===== src/rtl/audio_mix_out.sv =====
// audio_mix_out: output mixer between the tone sources and Audio_Controller.
//
// Once per audio frame it pops one ADC sample pair, latches the mic samples and
// both tone samples, attenuates each tone by an arithmetic right shift, sums
// everything with saturation and pushes one frame to the DAC FIFO. A clip LED
// stays lit for CLIP_HOLD cycles after the most recent clipped frame.
//
// Optional feature macro: MIX_MIC_PASSTHRU_EN
//   defined   : the latched mic samples are mixed with the tones.
//   undefined : mic contribution is zero (ADC FIFO is still drained each frame).
//
// Parameters:
//   SAMPLE_W   signed sample width on all sample ports
//   CLIP_HOLD  cycles clip_led stays high after the last clipped frame
//
// Ports:
//   CLOCK_50            in   system clock
//   resetn              in   asynchronous active-low reset
//   audio_in_available  in   ADC frame ready
//   audio_out_allowed   in   DAC FIFO has space
//   left_in, right_in   in   mic samples (signed)
//   tone_a, tone_b      in   tone samples (signed)
//   vol_a, vol_b        in   per-tone right-shift attenuation 0..7
//   read_audio_in       out  one-cycle ADC pop
//   write_audio_out     out  one-cycle DAC push
//   left_out, right_out out  saturated mixed samples
//   clip_led            out  high while a clip occurred within the last CLIP_HOLD cycles
`timescale 1ns / 1ps

module audio_mix_out #(
  parameter int unsigned SAMPLE_W  = 32,
  parameter int unsigned CLIP_HOLD = 25_000_000
) (
  input  logic                CLOCK_50,
  input  logic                resetn,
  input  logic                audio_in_available,
  input  logic                audio_out_allowed,
  input  logic [SAMPLE_W-1:0] left_in,
  input  logic [SAMPLE_W-1:0] right_in,
  input  logic [SAMPLE_W-1:0] tone_a,
  input  logic [SAMPLE_W-1:0] tone_b,
  input  logic [2:0]          vol_a,
  input  logic [2:0]          vol_b,
  output logic                read_audio_in,
  output logic                write_audio_out,
  output logic [SAMPLE_W-1:0] left_out,
  output logic [SAMPLE_W-1:0] right_out,
  output logic                clip_led
);

  // Two guard bits: the sum of three full-scale signed samples always fits.
  localparam int unsigned SumW = SAMPLE_W + 2;
  localparam int unsigned CntW = (CLIP_HOLD > 1) ? $clog2(CLIP_HOLD + 1) : 1;

  typedef enum logic [2:0] {StIdle, StRead, StSum, StSat, StWaitOut} state_e;

  state_e state_q, state_d;

  logic signed [SAMPLE_W-1:0] tone_a_q, tone_b_q;
  logic [2:0]                 vol_a_q, vol_b_q;
  logic [SAMPLE_W-1:0]        mic_l, mic_r;
  logic [SumW-1:0]            sum_l_q, sum_r_q;
  logic [SumW-1:0]            sum_l_d, sum_r_d;
  logic [SAMPLE_W-1:0]        left_q, right_q;
  logic [SAMPLE_W-1:0]        sat_l, sat_r;
  logic                       clip_l, clip_r;
  logic [CntW-1:0]            hold_q;
  logic signed [SAMPLE_W-1:0] tone_a_att, tone_b_att;

  function automatic logic [SumW-1:0] sext(input logic [SAMPLE_W-1:0] v);
    return {{2{v[SAMPLE_W-1]}}, v};
  endfunction

  // No overflow iff the top three bits of the wide sum agree.
  function automatic logic [SAMPLE_W:0] saturate(input logic [SumW-1:0] s);
    logic [2:0] top;
    top = s[SumW-1 -: 3];
    if (top == 3'b000 || top == 3'b111) begin
      return {1'b0, s[SAMPLE_W-1:0]};
    end else if (!s[SumW-1]) begin
      return {1'b1, 1'b0, {(SAMPLE_W - 1){1'b1}}};
    end else begin
      return {1'b1, 1'b1, {(SAMPLE_W - 1){1'b0}}};
    end
  endfunction

`ifdef MIX_MIC_PASSTHRU_EN
  logic [SAMPLE_W-1:0] mic_l_q, mic_r_q;

  always_ff @(posedge CLOCK_50 or negedge resetn) begin
    if (!resetn) begin
      mic_l_q <= '0;
      mic_r_q <= '0;
    end else if (state_q == StRead) begin
      mic_l_q <= left_in;
      mic_r_q <= right_in;
    end
  end

  assign mic_l = mic_l_q;
  assign mic_r = mic_r_q;
`else
  // Mic samples are popped from the ADC but deliberately not mixed.
  logic unused_mic;
  assign unused_mic = ^{left_in, right_in};
  assign mic_l      = '0;
  assign mic_r      = '0;
`endif

  // ---------------------------------------------------------------------------
  // Frame sequencing
  // ---------------------------------------------------------------------------
  always_ff @(posedge CLOCK_50 or negedge resetn) begin
    if (!resetn) begin
      state_q <= StIdle;
    end else begin
      state_q <= state_d;
    end
  end

  always_comb begin
    state_d         = state_q;
    read_audio_in   = 1'b0;
    write_audio_out = 1'b0;
    unique case (state_q)
      StIdle: begin
        if (audio_in_available) state_d = StRead;
      end
      StRead: begin
        read_audio_in = 1'b1;
        state_d       = StSum;
      end
      StSum: state_d = StSat;
      StSat: state_d = StWaitOut;
      StWaitOut: begin
        // Write at most once; the state leaves WAIT_OUT on the write cycle.
        if (audio_out_allowed) begin
          write_audio_out = 1'b1;
          state_d         = StIdle;
        end
      end
      default: state_d = StIdle;
    endcase
  end

  // ---------------------------------------------------------------------------
  // Datapath
  // ---------------------------------------------------------------------------
  assign tone_a_att = tone_a_q >>> vol_a_q;
  assign tone_b_att = tone_b_q >>> vol_b_q;

  always_comb begin
    sum_l_d = sext(mic_l) + sext(tone_a_att) + sext(tone_b_att);
    sum_r_d = sext(mic_r) + sext(tone_a_att) + sext(tone_b_att);
  end

  always_comb begin
    logic [SAMPLE_W:0] res_l, res_r;
    res_l  = saturate(sum_l_q);
    res_r  = saturate(sum_r_q);
    clip_l = res_l[SAMPLE_W];
    clip_r = res_r[SAMPLE_W];
    sat_l  = res_l[SAMPLE_W-1:0];
    sat_r  = res_r[SAMPLE_W-1:0];
  end

  always_ff @(posedge CLOCK_50 or negedge resetn) begin
    if (!resetn) begin
      tone_a_q <= '0;
      tone_b_q <= '0;
      vol_a_q  <= '0;
      vol_b_q  <= '0;
      sum_l_q  <= '0;
      sum_r_q  <= '0;
      left_q   <= '0;
      right_q  <= '0;
    end else begin
      if (state_q == StRead) begin
        tone_a_q <= tone_a;
        tone_b_q <= tone_b;
        vol_a_q  <= vol_a;
        vol_b_q  <= vol_b;
      end
      if (state_q == StSum) begin
        sum_l_q <= sum_l_d;
        sum_r_q <= sum_r_d;
      end
      if (state_q == StSat) begin
        left_q  <= sat_l;
        right_q <= sat_r;
      end
    end
  end

  assign left_out  = left_q;
  assign right_out = right_q;

  // ---------------------------------------------------------------------------
  // Clip indicator: reload on any clipped frame, otherwise count down to zero.
  // ---------------------------------------------------------------------------
  always_ff @(posedge CLOCK_50 or negedge resetn) begin
    if (!resetn) begin
      hold_q <= '0;
    end else if (state_q == StSat && (clip_l || clip_r)) begin
      hold_q <= CntW'(CLIP_HOLD);
    end else if (hold_q != '0) begin
      hold_q <= hold_q - CntW'(1);
    end
  end

  assign clip_led = (hold_q != '0);

endmodule


===== config.mk =====
export PLATFORM = sky130hd
export DESIGN_NAME = audio_mix_out
export DESIGN_NICKNAME = d
export VERILOG_FILES = /design/src/rtl/audio_mix_out.sv
export SDC_FILE = /design/constraint.sdc
export NUM_CORES = 1
export LEC_CHECK = 0
export CAP_MARGIN = 0
export CORE_AREA = 2 2 142 144
export CTS_CLUSTER_DIAMETER = 100
export DETAILED_ROUTE_END_ITERATION = 6
export DIE_AREA = 0 0 144 146
export PLACE_DENSITY = 0.83
export REMOVE_ABC_BUFFERS = 1
export SKIP_LAST_GASP = 1
export SLEW_MARGIN = 25
export SYNTH_ARGS = -nofsm -noshare
export SYNTH_HDL_FRONTEND = slang
export SYNTH_SLANG_ARGS = --single-unit

===== constraint.sdc =====
create_clock -name CLOCK_50 -period 11.26 [get_ports CLOCK_50]
set_input_delay 2.252 -clock CLOCK_50 [delete_from_list [all_inputs] [get_ports CLOCK_50]]
set_output_delay 2.252 -clock CLOCK_50 [all_outputs]
set_load 0.05 [all_outputs]

Yosys cells after proc, flatten, opt, wreduce, memory -nomap -nowiden
Index checks and enable logic that the tools add are counted.
Widths: inputs -> output; s select.
- logic and storage cells: 36
- output and inout port bits: 67
- bits in registers: 164
- bits of input ports: 138
- memories: 0
- bits in latches: 0
- bits in writable memories: 0
- memory bits (read-only): 0
- reduce and logical (&&, ||, !) cells: 7
- order comparisons: 0
- multiplexer cells: 10
- multipliers: 0
- shift operators: 2
- add/sub/neg operators: 2
- bitwise gates (word level): 0
- divide/modulo/power cells: 0
- eq/ne operators: 7
- operator list (operator ; count):
    $sshr 32x3->32 ; 2
    $mux 25 ; 2
    $add 32x32->33 ; 1
    $mux 33 ; 1
    $mux 32 ; 1
    $reduce_bool 25->1 ; 1
    $sub 25x1->25 const B ; 1
    $pmux 3 s5 ; 1
    $eq 3x2->1 const B ; 2
    $eq 3x3->1 const B ; 2
    $logic_not 3->1 ; 2
    $mux 3 ; 2
    $ne 2x2->1 const B ; 2
    $eq 3x1->1 const B ; 1
    $mux 1 ; 3
    $reduce_and 2->1 ; 1
    $reduce_bool 2->1 ; 1
    $logic_and 1x1->1 ; 1
    $logic_or 1x1->1 ; 1

Logic depth before layout (Yosys ltp)
- depth in word-level cells: 5
- mapped depth: 16
- mapped depth without buffers: 13

Worst setup path after synthesis
No wires, ideal clock.
- kind: in2out
- from: input port audio_out_allowed
- to: output port write_audio_out
- data required time: 9008 ps
- cell stages on the path: 1
- data arrival time: 3785 ps
- path slack: 5223 ps
- path buffers: 0
- path through: nor4bb_1
- word-level cells in the longest chain between the ends: 2
- ends and longest elaborated chain (item ; RTL line ; text):
    start, declared ; 37 ; input logic audio_out_allowed,
    $mux 1 ; 137 ; if (audio_out_allowed) begin
    $mux 1 ; 125 ; unique case (state_q)
    end, declared ; 45 ; output logic write_audio_out,
No other way between the ends.

Worst setup path after layout
Ends and elaborated chain as after synthesis.

==> results_dict.tcl <==
set metrics [dict create \
    gr-total-overflow 0 \
    start_kind "input port" \
    clockBufferDepth 2 \
    final_hold_viol_count 0 \
    area_delta_synth_final_pct 18.5 \
    antenna_found_initial 0 \
    cts_resized 0 \
    clk_latency_ns 0.44 \
    placed_area_sq_mm 0.0120 \
    yosys-top-cells-area "dfrtp_1, mux2_2, a21oi_1, mux4_2, ha_1" \
    reg2reg_to "sum_r_q[28]$_DFFE_PN0N_" \
    status "finished clean" \
    antennaDiodeCount 0 \
    dieWidth_microns 144 \
    htreeDepth 4 \
    rows 51 \
    synth_edf_count 0 \
    timing.max_cap.violations 0 \
    wl_per_cell_microns 16.7 \
    critPathMostFrequentCell "clkdlybuf4s50_1" \
    worst_pin_slew_ns 0.813 \
    r2r-start "vol_a_q[2]$_DFFE_PN0P_" \
    port_buffers 140 \
    worstSetupPathType "input port to output pin" \
    multiInputGateArea_sq_mm 0.00602 \
    core_sq_mm 0.0193 \
    yosysSeqAreaShare_pct 38.4 \
    synth_area_sq_mm 0.0106 \
    startpoint "audio_out_allowed" \
    synthDistinctLibCells 66 \
    wl_mm 24.2 \
    ys_seq_elements 163 \
    vias 8457 \
    grt_pass1_vias 8125 \
    setup_viol 0 \
    reg2reg_slack_ns 6.77 \
    critPathArrivalTime_ns 3.85 \
    fin_util_pct 65.1 \
    register_area_sq_mm 0.00408 \
    initial_core_util_pct 54.9 \
    nFillCells 1538 \
    clk_pin_slew_ns 0.07 \
    cts_buffers 17 \
    yosys.area.top_type "dfrtp_1" \
    yosysTopAreaCellShare_pct 38.4 \
    fin_area_sq_mm 0.0126 \
    synthArstFlopShare_pct 100 \
    yosysMostFrequentCell "dfrtp_1" \
    io_pins 205 \
    fin_nets 1345 \
    cp-end-kind "output pin" \
    cts_root_buffer "clkbuf_16" \
    cts_hold_buf 0 \
    path_cells "clkdlybuf4s50_1, nor4bb_1, clkdlybuf4s50_1" \
    finalMaxSlewViolations 0 \
    max_freq_mhz 164 \
    hpwl_mm 17.6 \
    grt_setup_unrepaired "no" \
    place.gp.congestion 0.886 \
    slowest_stage "clkdlybuf4s50_1" \
    cp-endpoint "write_audio_out" \
    path_max_fanout 2 \
    ant_nets 0 \
    dp_cells 1417 \
    finalSetupTns_ns 0 \
    cts_tree "yes" \
    layout-drive-gt1-share_pct 16.7 \
    finalCritPeriodShare_pct 54.2 \
    max_stage_delay_ns 0.85 \
    cts_sinks 163 \
    synthCells 1098 \
    synth_warnings 0 \
    post-cts-setup-buffers 0 \
    synth_common_cells "dfrtp_1, a21oi_1, mux2_2, nor2_1, nand2_1" \
    drtPass1Iterations 5 \
    grt_pass1_wl_mm 39.8 \
    track_usage_pct 23.4 \
    drc 0 \
    finClkSkew_ns 0.0116 \
    relSlewSlack_pct 45.8 \
    grt_max_degree 85 \
    drt_iter0_drc 473 \
    viasPerCell 5.84 \
    post-route-min-period_ns 6.10 \
    yosys_most_used_dff "dfrtp_1" \
    die_area_sq_mm 0.0210 \
    layout.cells.non_filler 1449 \
    avgSynthCellArea_sq_um 9.67 \
    r2r_cells 11 \
    hold_path_class "flop to flop" \
    die_y_microns 146 \
    required_ns 9.01 \
]
[cells by family (layout without fill, tap and decap cells)]
group                    after synthesis  count (layout)  synth area share (%)
buffers and inverters                111             197                  5.05
XOR/XNOR                              43              43                  3.55
multiplexers                         169             169                  19.9
flip-flops                           163             163                  38.4
adder cells (fa/ha/maj)               36              36                  4.31
AO/OA/AOI/OAI                        272             272                  15.1
AND/OR/NAND/NOR                      304             304                  13.7
[metal layers]
layer / global-route usage, % / part of all wire (%)
met1: 32.6 / 46
met2: 37.7 / 48
met3: 4.31 / 5.1
met4: 5.98 / 1.4
met5: 0 / 0
[worst min path at each step]
stage                                 start                       to  cells past startpoint
floorplan            sum_r_q[0]$_DFFE_PN0N_   sum_r_q[0]$_DFFE_PN0N_                      2
global placement    sum_r_q[24]$_DFFE_PN0N_  sum_r_q[24]$_DFFE_PN0N_                      2
detailed placement   sum_r_q[8]$_DFFE_PN0N_   sum_r_q[8]$_DFFE_PN0N_                      2
CTS                 sum_r_q[24]$_DFFE_PN0N_  sum_r_q[24]$_DFFE_PN0N_                      2
global route         sum_r_q[0]$_DFFE_PN0N_   sum_r_q[0]$_DFFE_PN0N_                      2
finish               sum_r_q[0]$_DFFE_PN0N_   sum_r_q[0]$_DFFE_PN0N_                      2
[layout by cell type (no fill, tap or decap), types with 3 or more instances in the layout]
cell type and instances:
dfrtp_1 163, clkdlybuf4s50_1 139, a21oi_1 120, mux2_2 114, nor2_1 109, nand2_1 101
o21ai_0 72, ha_1 35, mux2i_1 33, xor2_1 28, nor3_1 22, mux4_2 22
o21bai_1 20, clkbuf_16 17, xnor2_1 15, inv_1 13, o21a_1 10, o211ai_1 9
a21o_1 8, nand3_1 8, nand2b_1 8, inv_6 8, nand4_1 7, nand3b_1 7
buf_4 7, and2_1 5, and3_1 5, a211oi_1 5, nor4_1 4, a221o_1 3
a211o_1 3, a31oi_1 3, o31a_1 3, bufinv_16 3
[metrics by stage]
stage / setup WS [ns] / hold WS, ns
after floorplan: 2.39 / 0.446
after global placement: 5.19 / 0.462
after detailed placement: 5.16 / 0.471
after CTS: 5.15 / 0.487
after global routing: 5.09 / 0.500
final: 5.16 / 0.482
[worst max-delay path: cells and delay by family]
family	cells	cell delay (ns)
AND/OR/NAND/NOR	1	0.28
buffers and inverters	2	1.32
[sequential cells by signal, indices dropped and copies added (netlist names)]
signal	flops
left_out	32
vol_a_q	3
hold_q	25
tone_a_q	32
tone_b_q	32
sum_r_q	33
state_q	3
vol_b_q	3
[cell type report]
type,instances,area share [%]
Inverter,17,0.507
Multi-Input combinational cell,824,47.8
Clock inverter,14,1.47
Clock buffer,18,3.49
Sequential cell,163,32.4
Timing Repair Buffer,148,11.6
Tap cell,265,2.63
Power is left out: the tool's default activity adds up to more than one toggle a clock period on the data nets, which glitch-free logic cannot reach.
